$ cat src/rtl/nmi_bus_arb_pkg.sv
// Shared types for the two-master NMI arbiter.
// Defines FSM states, master indices and the abort read-data default.
package nmi_bus_arb_pkg;

    typedef enum logic [1:0] {
        ARB_IDLE,
        ARB_ARB,
        ARB_CORE,
        ARB_DMA
    } arb_state_e;

    localparam int unsigned MST_CORE = 0;
    localparam int unsigned MST_DMA  = 1;

    localparam logic [31:0] ERR_RDATA_DEF = 32'hDEAD_BEEF;

endpackage

$ cat src/rtl/nmi_bus_arb.sv
// Two-master NMI arbiter: core has priority, DMA has a starvation guard,
// and a watchdog aborts hung slave accesses.
// Ports: clk_i/rst_n_i; core_* and dma_* master NMI ports (valid, addr,
// wdata, wstrb in; ready, rdata out); s_* fabric NMI port; gnt_o one-hot
// owner {dma,core}; timeout_o sticky abort flag.
module nmi_bus_arb
    import nmi_bus_arb_pkg::*;
#(
    parameter int unsigned STARVE_LIM  = 4,
    parameter int unsigned TIMEOUT_CYC = 1024,
    parameter logic [31:0] ERR_RDATA   = ERR_RDATA_DEF
) (
    input  logic        clk_i,
    input  logic        rst_n_i,
    input  logic        core_valid_i,
    input  logic [31:0] core_addr_i,
    input  logic [31:0] core_wdata_i,
    input  logic [3:0]  core_wstrb_i,
    output logic        core_ready_o,
    output logic [31:0] core_rdata_o,
    input  logic        dma_valid_i,
    input  logic [31:0] dma_addr_i,
    input  logic [31:0] dma_wdata_i,
    input  logic [3:0]  dma_wstrb_i,
    output logic        dma_ready_o,
    output logic [31:0] dma_rdata_o,
    output logic        s_valid_o,
    output logic [31:0] s_addr_o,
    output logic [31:0] s_wdata_o,
    output logic [3:0]  s_wstrb_o,
    input  logic        s_ready_i,
    input  logic [31:0] s_rdata_i,
    output logic [1:0]  gnt_o,
    output logic        timeout_o
);

    localparam int unsigned WD_W = $clog2(TIMEOUT_CYC + 1);
    localparam logic [WD_W-1:0] WD_LAST = WD_W'(TIMEOUT_CYC - 1);
    localparam logic [3:0] STARVE_MAX = 4'(STARVE_LIM);

    arb_state_e      state_q, state_d;
    logic [3:0]      starve_q, starve_d;
    logic [WD_W-1:0] wd_q, wd_d;
    logic            timeout_q, timeout_d;

    logic own_core;
    logic own_dma;
    logic own_valid;
    logic abort;
    logic dma_win;

    assign own_core  = (state_q == ARB_CORE);
    assign own_dma   = (state_q == ARB_DMA);
    assign own_valid = (own_core & core_valid_i) | (own_dma & dma_valid_i);

    // A watchdog abort only happens while the owner is still requesting;
    // a same-cycle fabric ready turns it into a normal completion.
    assign abort = own_valid & ~s_ready_i & (wd_q == WD_LAST);

    assign dma_win = dma_valid_i &
                     (~core_valid_i | (starve_q == STARVE_MAX));

    always_comb begin
        state_d   = state_q;
        starve_d  = starve_q;
        wd_d      = wd_q;
        timeout_d = timeout_q;
        unique case (state_q)
            ARB_IDLE: begin
                if (core_valid_i | dma_valid_i) begin
                    state_d = ARB_ARB;
                end
            end
            ARB_ARB: begin
                if (dma_win) begin
                    state_d  = ARB_DMA;
                    starve_d = '0;
                    wd_d     = '0;
                end else if (core_valid_i) begin
                    state_d = ARB_CORE;
                    wd_d    = '0;
                    if (dma_valid_i && starve_q != STARVE_MAX) begin
                        starve_d = starve_q + 4'd1;
                    end
                end else begin
                    state_d = ARB_IDLE;
                end
            end
            ARB_CORE, ARB_DMA: begin
                // Dropped valid, completion and abort all leave via IDLE,
                // which provides the bubble that hides a stale valid.
                if (!own_valid || s_ready_i) begin
                    state_d = ARB_IDLE;
                end else if (abort) begin
                    state_d   = ARB_IDLE;
                    timeout_d = 1'b1;
                end else begin
                    wd_d = wd_q + WD_W'(1);
                end
            end
            default: state_d = ARB_IDLE;
        endcase
    end

    always_ff @(posedge clk_i or negedge rst_n_i) begin
        if (!rst_n_i) begin
            state_q   <= ARB_IDLE;
            starve_q  <= '0;
            wd_q      <= '0;
            timeout_q <= 1'b0;
        end else begin
            state_q   <= state_d;
            starve_q  <= starve_d;
            wd_q      <= wd_d;
            timeout_q <= timeout_d;
        end
    end

    always_comb begin
        s_valid_o    = own_valid & ~abort;
        s_addr_o     = own_dma ? dma_addr_i  : core_addr_i;
        s_wdata_o    = own_dma ? dma_wdata_i : core_wdata_i;
        s_wstrb_o    = own_dma ? dma_wstrb_i : core_wstrb_i;
        core_ready_o = own_core & (s_ready_i | abort);
        dma_ready_o  = own_dma & (s_ready_i | abort);
        core_rdata_o = '0;
        dma_rdata_o  = '0;
        if (own_core) begin
            core_rdata_o = abort ? ERR_RDATA : s_rdata_i;
        end
        if (own_dma) begin
            dma_rdata_o = abort ? ERR_RDATA : s_rdata_i;
        end
        gnt_o           = '0;
        gnt_o[MST_CORE] = own_core;
        gnt_o[MST_DMA]  = own_dma;
        timeout_o       = timeout_q;
    end

endmodule

$ cat config.mk
export PLATFORM = sky130hd
export DESIGN_NAME = nmi_bus_arb
export DESIGN_NICKNAME = d
export VERILOG_FILES = /design/src/rtl/nmi_bus_arb_pkg.sv /design/src/rtl/nmi_bus_arb.sv
export SDC_FILE = /design/constraint.sdc
export NUM_CORES = 1
export LEC_CHECK = 0
export BUFFER_PORTS_ARGS = -buffer_cell sky130_fd_sc_hd__buf_4
export CAP_MARGIN = 20
export CELL_PAD_IN_SITES_DETAIL_PLACEMENT = 0
export CELL_PAD_IN_SITES_GLOBAL_PLACEMENT = 1
export CORE_AREA = 2 2 122 124
export CTS_BUF_LIST = sky130_fd_sc_hd__clkbuf_4 sky130_fd_sc_hd__clkbuf_8
export DETAILED_ROUTE_END_ITERATION = 8
export DIE_AREA = 0 0 124 126
export GPL_ROUTABILITY_DRIVEN = 0
export PLACE_DENSITY = 0.67
export SYNTH_ARGS = -nofsm -noshare
export SYNTH_HDL_FRONTEND = slang
export SYNTH_SLANG_ARGS = --single-unit
$ cat constraint.sdc
create_clock -name clk_i -period 2.6 [get_ports clk_i]
set_input_delay 0 -clock clk_i [delete_from_list [all_inputs] [get_ports clk_i]]
set_output_delay 0 -clock clk_i [all_outputs]
set_load 0.005 [all_outputs]
Word-level counts from Yosys, hierarchy flattened
Index checks and enable logic that the tools add are counted.

storage, ports and cells
  input bits = 173
  output and inout port bits = 138
  register bits after elaboration = 18

operators by class
  bitwise gates (word level) = 16
  equality and inequality tests = 11
  muxes and demuxes = 20
  $add $sub $neg = 2
  reductions and logical operators = 12

operators by type and width
  operator                                                            count
  32-bit 2-to-1 mux                                                   5
  11-bit 2-to-1 mux                                                   4
  11-bit case mux with 2 select lines                                 1
  4-bit 2-to-1 mux                                                    4
  11-bit by 1-bit adder with 11-bit output (second input constant)    1
  11-bit by 10-bit == test with 1-bit output (second input constant)  1
  2-bit 2-to-1 mux                                                    5
  1-bit bitwise AND                                                   8
  2-bit != test (second input constant)                               3
  3-bit != test (second input constant)                               2
  2-bit case mux with 3 select lines                                  1
  3-bit AND reduction                                                 2
  2-bit nonzero test                                                  3
  4-bit by 1-bit adder with 4-bit output (second input constant)      1
  2-bit == test (second input constant)                               2
  4-bit by 3-bit == test with 1-bit output (second input constant)    1
  4-bit by 3-bit != test with 1-bit output (second input constant)    1
  1-bit inverter                                                      4
  1-bit OR                                                            4
  4-bit AND reduction                                                 1
  2-bit by 1-bit == test with 1-bit output (second input constant)    1
  2-bit zero test                                                     1
  2-bit AND reduction                                                 1
  2-bit OR reduction                                                  1
  other kinds (3)                                                     3

Depth between registers and ports, before layout
Gate-level depths: netlist (run 1).

  word-level depth = 8
  gate-level depth with buffers = 7
  depth with buffers taken out = 6

Least setup slack after synthesis (run 1)
No wires, ideal clock.

  kind = flip-flop to flip-flop
  start = reg wd_q[0]
  end = reg wd_q[8]
  stages on the path, launching flop included = 7
  required time = 2476 ps
  arrival time = 1518 ps
  buffers on the path = 1
  slack = 958 ps
  cells stage by stage = dfrtp_1 ha_1 and3_4 and2_1 buf_6 and4_1 a211o_1

on the way
  word-level cells in the longest chain between the ends = 4
  elaborated cells between the ends (all ways) = 8
  those cells by class = add/sub (1); eq/ne (2); mux (3); bitwise (1); reduce/logical (1)

ends and longest elaborated chain
  item                                                                                                           line                                  text
  from (decl)                                                                                                    nmi_bus_arb.sv:43                     logic [WD_W-1:0] wd_q, wd_d;
  from (signal assigned)                                                                                         nmi_bus_arb.sv:114                    wd_q <= wd_d;
  11-bit by 1-bit adder with 11-bit output / 11-bit by 10-bit == test with 1-bit output (equally long branches)  nmi_bus_arb.sv:98, nmi_bus_arb.sv:58
  11-bit 2-to-1 mux / 1-bit bitwise AND (equally long branches)                                                  nmi_bus_arb.sv:94, nmi_bus_arb.sv:58
  11-bit 2-to-1 mux / 2-bit != test (equally long branches)                                                      -
  11-bit case mux with 2 select lines / 4-bit AND reduction (equally long branches)                              -

Parallel ways exist; a longest one is shown, timed or not. The select of a mux whose other input is x is not followed.
A chain may end at the register's enable or synchronous reset.

Final worst setup path (run 1)
  start = reg state_q[1]
  end = out s_wdata_o[8]

on the way
  word-level cells in the longest chain between the ends = 2

ends and longest elaborated chain
  item                    line                text
  from (decl)             nmi_bus_arb.sv:41   arb_state_e state_q, state_d;
  from (signal assigned)  nmi_bus_arb.sv:112  state_q <= state_d;
  2-bit == test           nmi_bus_arb.sv:53   assign own_dma = (state_q == ARB_DMA);
  32-bit 2-to-1 mux       nmi_bus_arb.sv:122  s_wdata_o = own_dma ? dma_wdata_i : core_wdata_i;
  to (decl)               nmi_bus_arb.sv:29   output logic [31:0] s_wdata_o,

No other way between the ends.

==> results of run 1 <==
-- per-layer routing --
metal	share of wire	vias to the layer above	routed length [µm]
met4	0.021	0	270
met1	0.39	1520	5080
met2	0.50	200	6530
li1	-	1594	-
met5	0	-	0
met3	0.093	14	1220
-- placed cells by master (no fill, tap or decap), types with 3 or more instances in the layout --
| cell type | count |
|---|---|
| a221oi_1 | 4 |
| a31oi_1 | 3 |
| and3_1 | 17 |
| and3_4 | 4 |
| buf_4 | 311 |
| clkbuf_8 | 3 |
| dfrtp_1 | 18 |
| ha_1 | 3 |
| inv_1 | 11 |
| mux2_2 | 68 |
| mux2i_1 | 3 |
| nand2_1 | 5 |
| nand2b_1 | 3 |
| nor2_1 | 3 |
| nor3_1 | 3 |
| o21a_1 | 49 |
| o21ai_0 | 3 |
| o2bb2ai_1 | 3 |
-- what timing repair did --
item | 4_1_cts | 5_1_grt
resized for setup | 0 | 0
hold buffers | 1 | 0
hold endpoints to repair | 18 | 0
-- worst paths after layout --
path	slack (ps)	start	cells past startpoint	endpoint
setup / recovery	270	state_q[1]	5	s_wdata_o[8]
hold / removal	120	dma_valid_i	3	state_q[0]
setup reg to reg	780	state_q[1]	4	wd_q[8]
hold reg to reg	490	timeout_o	1	timeout_o
max in group asynchronous	2230	rst_n_i	2	timeout_o
min in group asynchronous	160	rst_n_i	2	starve_q[2]
-- area by class of cell --
type                    instances  share of cell area
flip-flops and latches         18              0.0891
well taps                     184              0.0455
multi-input cells             213               0.377
inverters                      11             0.00817
repair buffers                314               0.472
clock buffers                   3             0.00817
-- registers in the layout, indices dropped and copies added, names as in the netlist --
register,cells
state_q,2
wd_q,11
starve_q,4
timeout_o,1
-- stage by stage --
step,area [µm²],worst slack (ps)
finish,5060,269
global route,5060,140
CTS,5060,265
detailed placement,5000,545
global placement,5000,603
floorplan,2560,958
-- logic make-up after synthesis --
group	count (synthesis)	synth area share
compound gates	83	0.261
buf+inv	36	0.0834
mux	72	0.316
flops	18	0.176
simple gates	55	0.149
fa+ha+maj	3	0.0146
-- power by group through the flow --
| stage | Clock (mW) | Sequential, mW | Combinational [mW] |
|---|---|---|---|
| after floorplan | 0 | 0.377 | 1.09 |
| after global placement | 0 | 0.409 | 2.11 |
| after detailed placement | 0 | 0.412 | 2.12 |
| after CTS | 0.205 | 0.406 | 2.13 |
| after global routing | 0.219 | 0.416 | 2.27 |
| final | 0.198 | 0.407 | 2.10 |
-- worst max-delay path, cell delays in order (launching register included) --
cell	delay [ps]
dfrtp_1	650
inv_1	230
nor2_4	170
buf_12	390
mux2_2	440
buf_4	150
==> metrics.cfg, run 1 <==
[run_status]
status=complete, no violations

[yosys]
synthCells=267
ys_seq_area_frac=0.176
syn-num-nets=443
postSynthAreaPerCell_um2=9.61
synth_top_area_cell=mux2_2
ys_types=52
synth_top_area_share=0.299
synth_area_leaders=mux2_2 30%, dfrtp_1 18%, o21a_1 14%, and3_1 4.1%, buf_6 2.2%
synth_most_common_cell=mux2_2
synthArstFlopShare=1.00
synth_common_cells=68 x mux2_2, 49 x o21a_1, 18 x dfrtp_1
ys.flop_type=dfrtp_1
syn_area_um2=2560
synth_edf_count=0
yosysWarnings=0
synth-seq-cells=18

[finish]
antenna_cells=0
drive_above_1_share=0.721
final_cells=743
nets=737
multi_input_area_um2=1910
ff_latch_area_um2=450
post-route-util=0.353
fillers=1496
areaGrowthSynthToFinish_pct=97.1

[worst_setup_path]
cp.arrival_ps=2330
crit_path_start_kind=register
critPathCaptureType=output pin
cp_max_fo=103
crit_required_ps=2600
critPathKind=reg2out

[die]
row_count=44
start_util=0.179
ios=311
design.core.area_um2=14300
die_height_um=126
die_w_um=124
dieArea_um2=15600

[sta]
fin_tns_setup_ps=0
finalCritPeriodShare=0.896
setup_violations=0
hold_violations=0
timing.final.crit_period_ps=2330
maxClockFrequency_mhz=429
finalMaxSlewViolations=0
fin_skew_ps=3.05
worst_hold_slack_ps=121
worst_pin_slew_ps=519
max-slew-margin-rel=0.653
rsz0062_at_grt=no

[clock_tree]
clock_latency_ps=250
h-tree-depth=1
path_clk_slew_ps=70
cts_sinks=18
tritoncts=built
clk_path_buf_depth=2
cts-root-buf=clkbuf_8
cts_buffers=3
post_cts_buffers=0

[detailed_routing]
drc_errors=0
routed_wl_um=13100
firstDrtPassIters=4
ant_nets=0
via_per_inst=4.48
wl_per_cell_um=17.6
drt_iter0_drc=73
vias=3328

[power]
p_int_mw=1.65
vdd_drop_max_mv=0.423
p_per_area_nw_per_um2=536
p_seq_frac=0.150
leakage_nw=2.51
clockPowerShare=0.073
finalPower_mw=2.71
power_frac_comb=0.777
switching_share=0.390
p_switching_mw=1.06

[grt]
use_met3=0.0331
grt_first_pass_wirelength_um=18100
grt_start_max_net_pins=104
grtUsageTotal=0.153
top_usage_layer=met2
antenna_found_initial=0
grt_overflow=0
grtUsageMet1=0.179
grt_pass1_vias=3241
grt_use_met2=0.277

[placed_design]
dp_hpwl_um=11100
placedCellCount=739
port_buffers=310

[flow_run]
max_cap_violations=0

[min_path]
hold_class=in2reg

No activity file was read; power rests on OpenSTA's default activity.
==> run 2, diff against run 1 <==
==> constraint.sdc (replaced) <==
create_clock -name clk_i -period 2.6 [get_ports clk_i]
set_input_delay 0.78 -clock clk_i [delete_from_list [all_inputs] [get_ports clk_i]]
set_output_delay 0.78 -clock clk_i [all_outputs]
set_load 0.005 [all_outputs]
==> metrics.cfg, run 2 (synthesis gave the netlist of run 1 again) <==
[worst_setup_path]
r2r_start=state_q[0]  ; was state_q[1]
worst-path-buf-inv=3  ; unchanged
critPathKind=in2out  ; was reg2out
crit_required_ps=1820  ; was 2600 ps
path_cells=buf_6 > mux2_4 > buf_6 > and3_4 > nand2_4 > and3_4 > buf_6  ; was inv_1 > nor2_4 > buf_12 > mux2_2 > buf_4
critPathCaptureType=output pin  ; unchanged
worst_path_max_delay_cell=mux2_4  ; was dfrtp_1
crit_start=core_valid_i  ; was state_q[1]
cp.arrival_ps=1930  ; was 2330 ps
cp_max_fo=5  ; was 103
crit_top_cell=buf_6
crit_family=simple AND/OR/NAND/NOR gates  ; was buffers and inverters
crit_path_start_kind=input pin  ; was register
slowest_delay_ps=310  ; was 650 ps

[finish]
final_cell_mix=283 x buf_4, 64 x buf_6, 49 x o21a_1  ; was 311 x buf_4, 68 x mux2_2, 49 x o21a_1
drive_above_1_share=0.781  ; was 0.721
areaGrowthSynthToFinish_pct=144  ; was 97.1%
largest_register_ffs=11  ; unchanged
reg_top3=wd_q: 11 flops, starve_q: 4 flops, state_q: 2 flops  ; unchanged
layout_commonest_cell=buf_4  ; unchanged
finish.instance_area_um2=6250  ; was 5060 µm²
regMostFlops=wd_q  ; unchanged
final_cells=801  ; was 743
nets=795  ; was 737
antenna_cells=0  ; unchanged

[sta]
finalCritPeriodShare=1.04  ; was 0.896
finalMaxSlewViolations=0  ; unchanged
layout_setup_ws_ps=-112  ; was 269 ps
worst_pin_slew_ps=404  ; was 519 ps
fin_skew_ps=7.46  ; was 3.05 ps
timing.final.crit_period_ps=2710  ; was 2330 ps
max-slew-margin-rel=0.728  ; was 0.653
maxClockFrequency_mhz=369  ; was 429 MHz
hold_violations=0  ; unchanged
rsz0062_at_grt=yes  ; was no
setup_violations=32  ; was 0

[detailed_routing]
via_per_inst=4.59  ; was 4.48
firstDrtPassIters=4  ; unchanged
drt_iter0_drc=81  ; was 73
vias=3678  ; was 3,328
wl_per_cell_um=19.2  ; was 17.6 µm
drc_errors=0  ; unchanged
routed_wl_um=15300  ; was 13,100 µm
ant_nets=0  ; unchanged

[die]
row_count=44  ; unchanged
start_util=0.179  ; unchanged
ios=311  ; unchanged
design.core.area_um2=14300  ; unchanged
die_w_um=124  ; unchanged
die_height_um=126  ; unchanged
dieArea_um2=15600  ; unchanged

[min_path]
hold_class=in2async  ; was in2reg

[run_status]
violations=negative setup slack
status=finished, violations left  ; was complete, no violations

[clock_tree]
clk_path_buf_depth=2  ; unchanged
path_clk_slew_ps=70  ; about the same
h-tree-depth=1  ; unchanged
cts-root-buf=clkbuf_8  ; unchanged
cts_buffers=3  ; unchanged
clock_latency_ps=250  ; about the same
tritoncts=built  ; unchanged
cts_sinks=18  ; unchanged

[placed_design]
placedCellCount=759  ; was 739
port_buffers=310  ; unchanged
pre_cts_ws_ps=-478  ; was 545 ps
dpl_cell_area_um2=5170  ; was 5000 µm²
dp_hpwl_um=11100  ; about the same

[power]
p_per_area_nw_per_um2=582  ; was 536 nW/µm²
finalPower_mw=3.63  ; was 2.71 mW
vdd_drop_max_mv=0.291  ; was 0.423 mV
leakage_nw=3.06  ; was 2.51 nW

[grt]
grtUsageTotal=0.164  ; was 0.153
antenna_found_initial=0  ; unchanged
grt_overflow=0  ; unchanged
grt_start_max_net_pins=36  ; was 104
grt_pass1_vias=3432  ; was 3,241
grt_first_pass_wirelength_um=19300  ; was 18,100 µm

[flow_run]
max_cap_violations=0  ; unchanged

run 2: cell types whose count changed in the layout (fill, tap and decap cells not counted), moves of 14 or more:
cell    change
and3_1     -14
buf_6      +64
mux2_2     -43
buf_4      -28
and3_4     +14
mux2_4     +43
run 2: metal layers:
layer	vias up	track usage	share of wire
met3	12	0.0367	0.091
met2	216	0.303	0.52
li1	1718	-	-
met4	0	0.0284	0.013
met5	-	0	0
met1	1732	0.192	0.38
run 2: final cells by class:
cell class,instances,area [µm²]
clock buffer,3,41.3
fill,1399,8070
tap,184,230
multi-input combinational,222,2260
sequential,18,452
inverter,11,43.8
timing repair buffer,363,3220
run 2: final timing paths:
| kind | endpoint | slack [ps] | cells past startpoint |
|---|---|---|---|
| worst max-delay path | dma_rdata_o[17] | -110 | 7 |
| worst min-delay path | wd_q[10] | 390 | 1 |
| worst max register to register | wd_q[8] | 610 | 7 |
| worst min register to register | timeout_o | 480 | 1 |
| max in group asynchronous | state_q[1] | 1990 | 1 |
| min in group clk_i | timeout_o | 480 | 1 |
run 2: timing repair:
action,4_1_cts,5_1_grt
cloned,9,9
setup buffers,8,15
resized for setup,43,104
endpoints found under the setup margin,135,135
hold buffers,0,0
pin swaps,19,12
run 2: where the power goes:
| part | total, mW | switching [mW] | internal (mW) |
|---|---|---|---|
| combinational | 3.05 | 1.18 | 1.88 |
| sequential | 0.382 | 0.0466 | 0.335 |
| clock | 0.197 | 0.0939 | 0.103 |
| total | 3.63 | 1.32 | 2.31 |
run 2: per-stage QoR:
step | TNS, ps | hold WS, ps | utilization
after floorplan | 0 | 459 | -
after global placement | -20760 | 462 | 0.361
after detailed placement | -22210 | 463 | 0.361
after CTS | -6500 | 391 | 0.392
after global routing | -4460 | 389 | 0.436
final | -1540 | 386 | 0.436
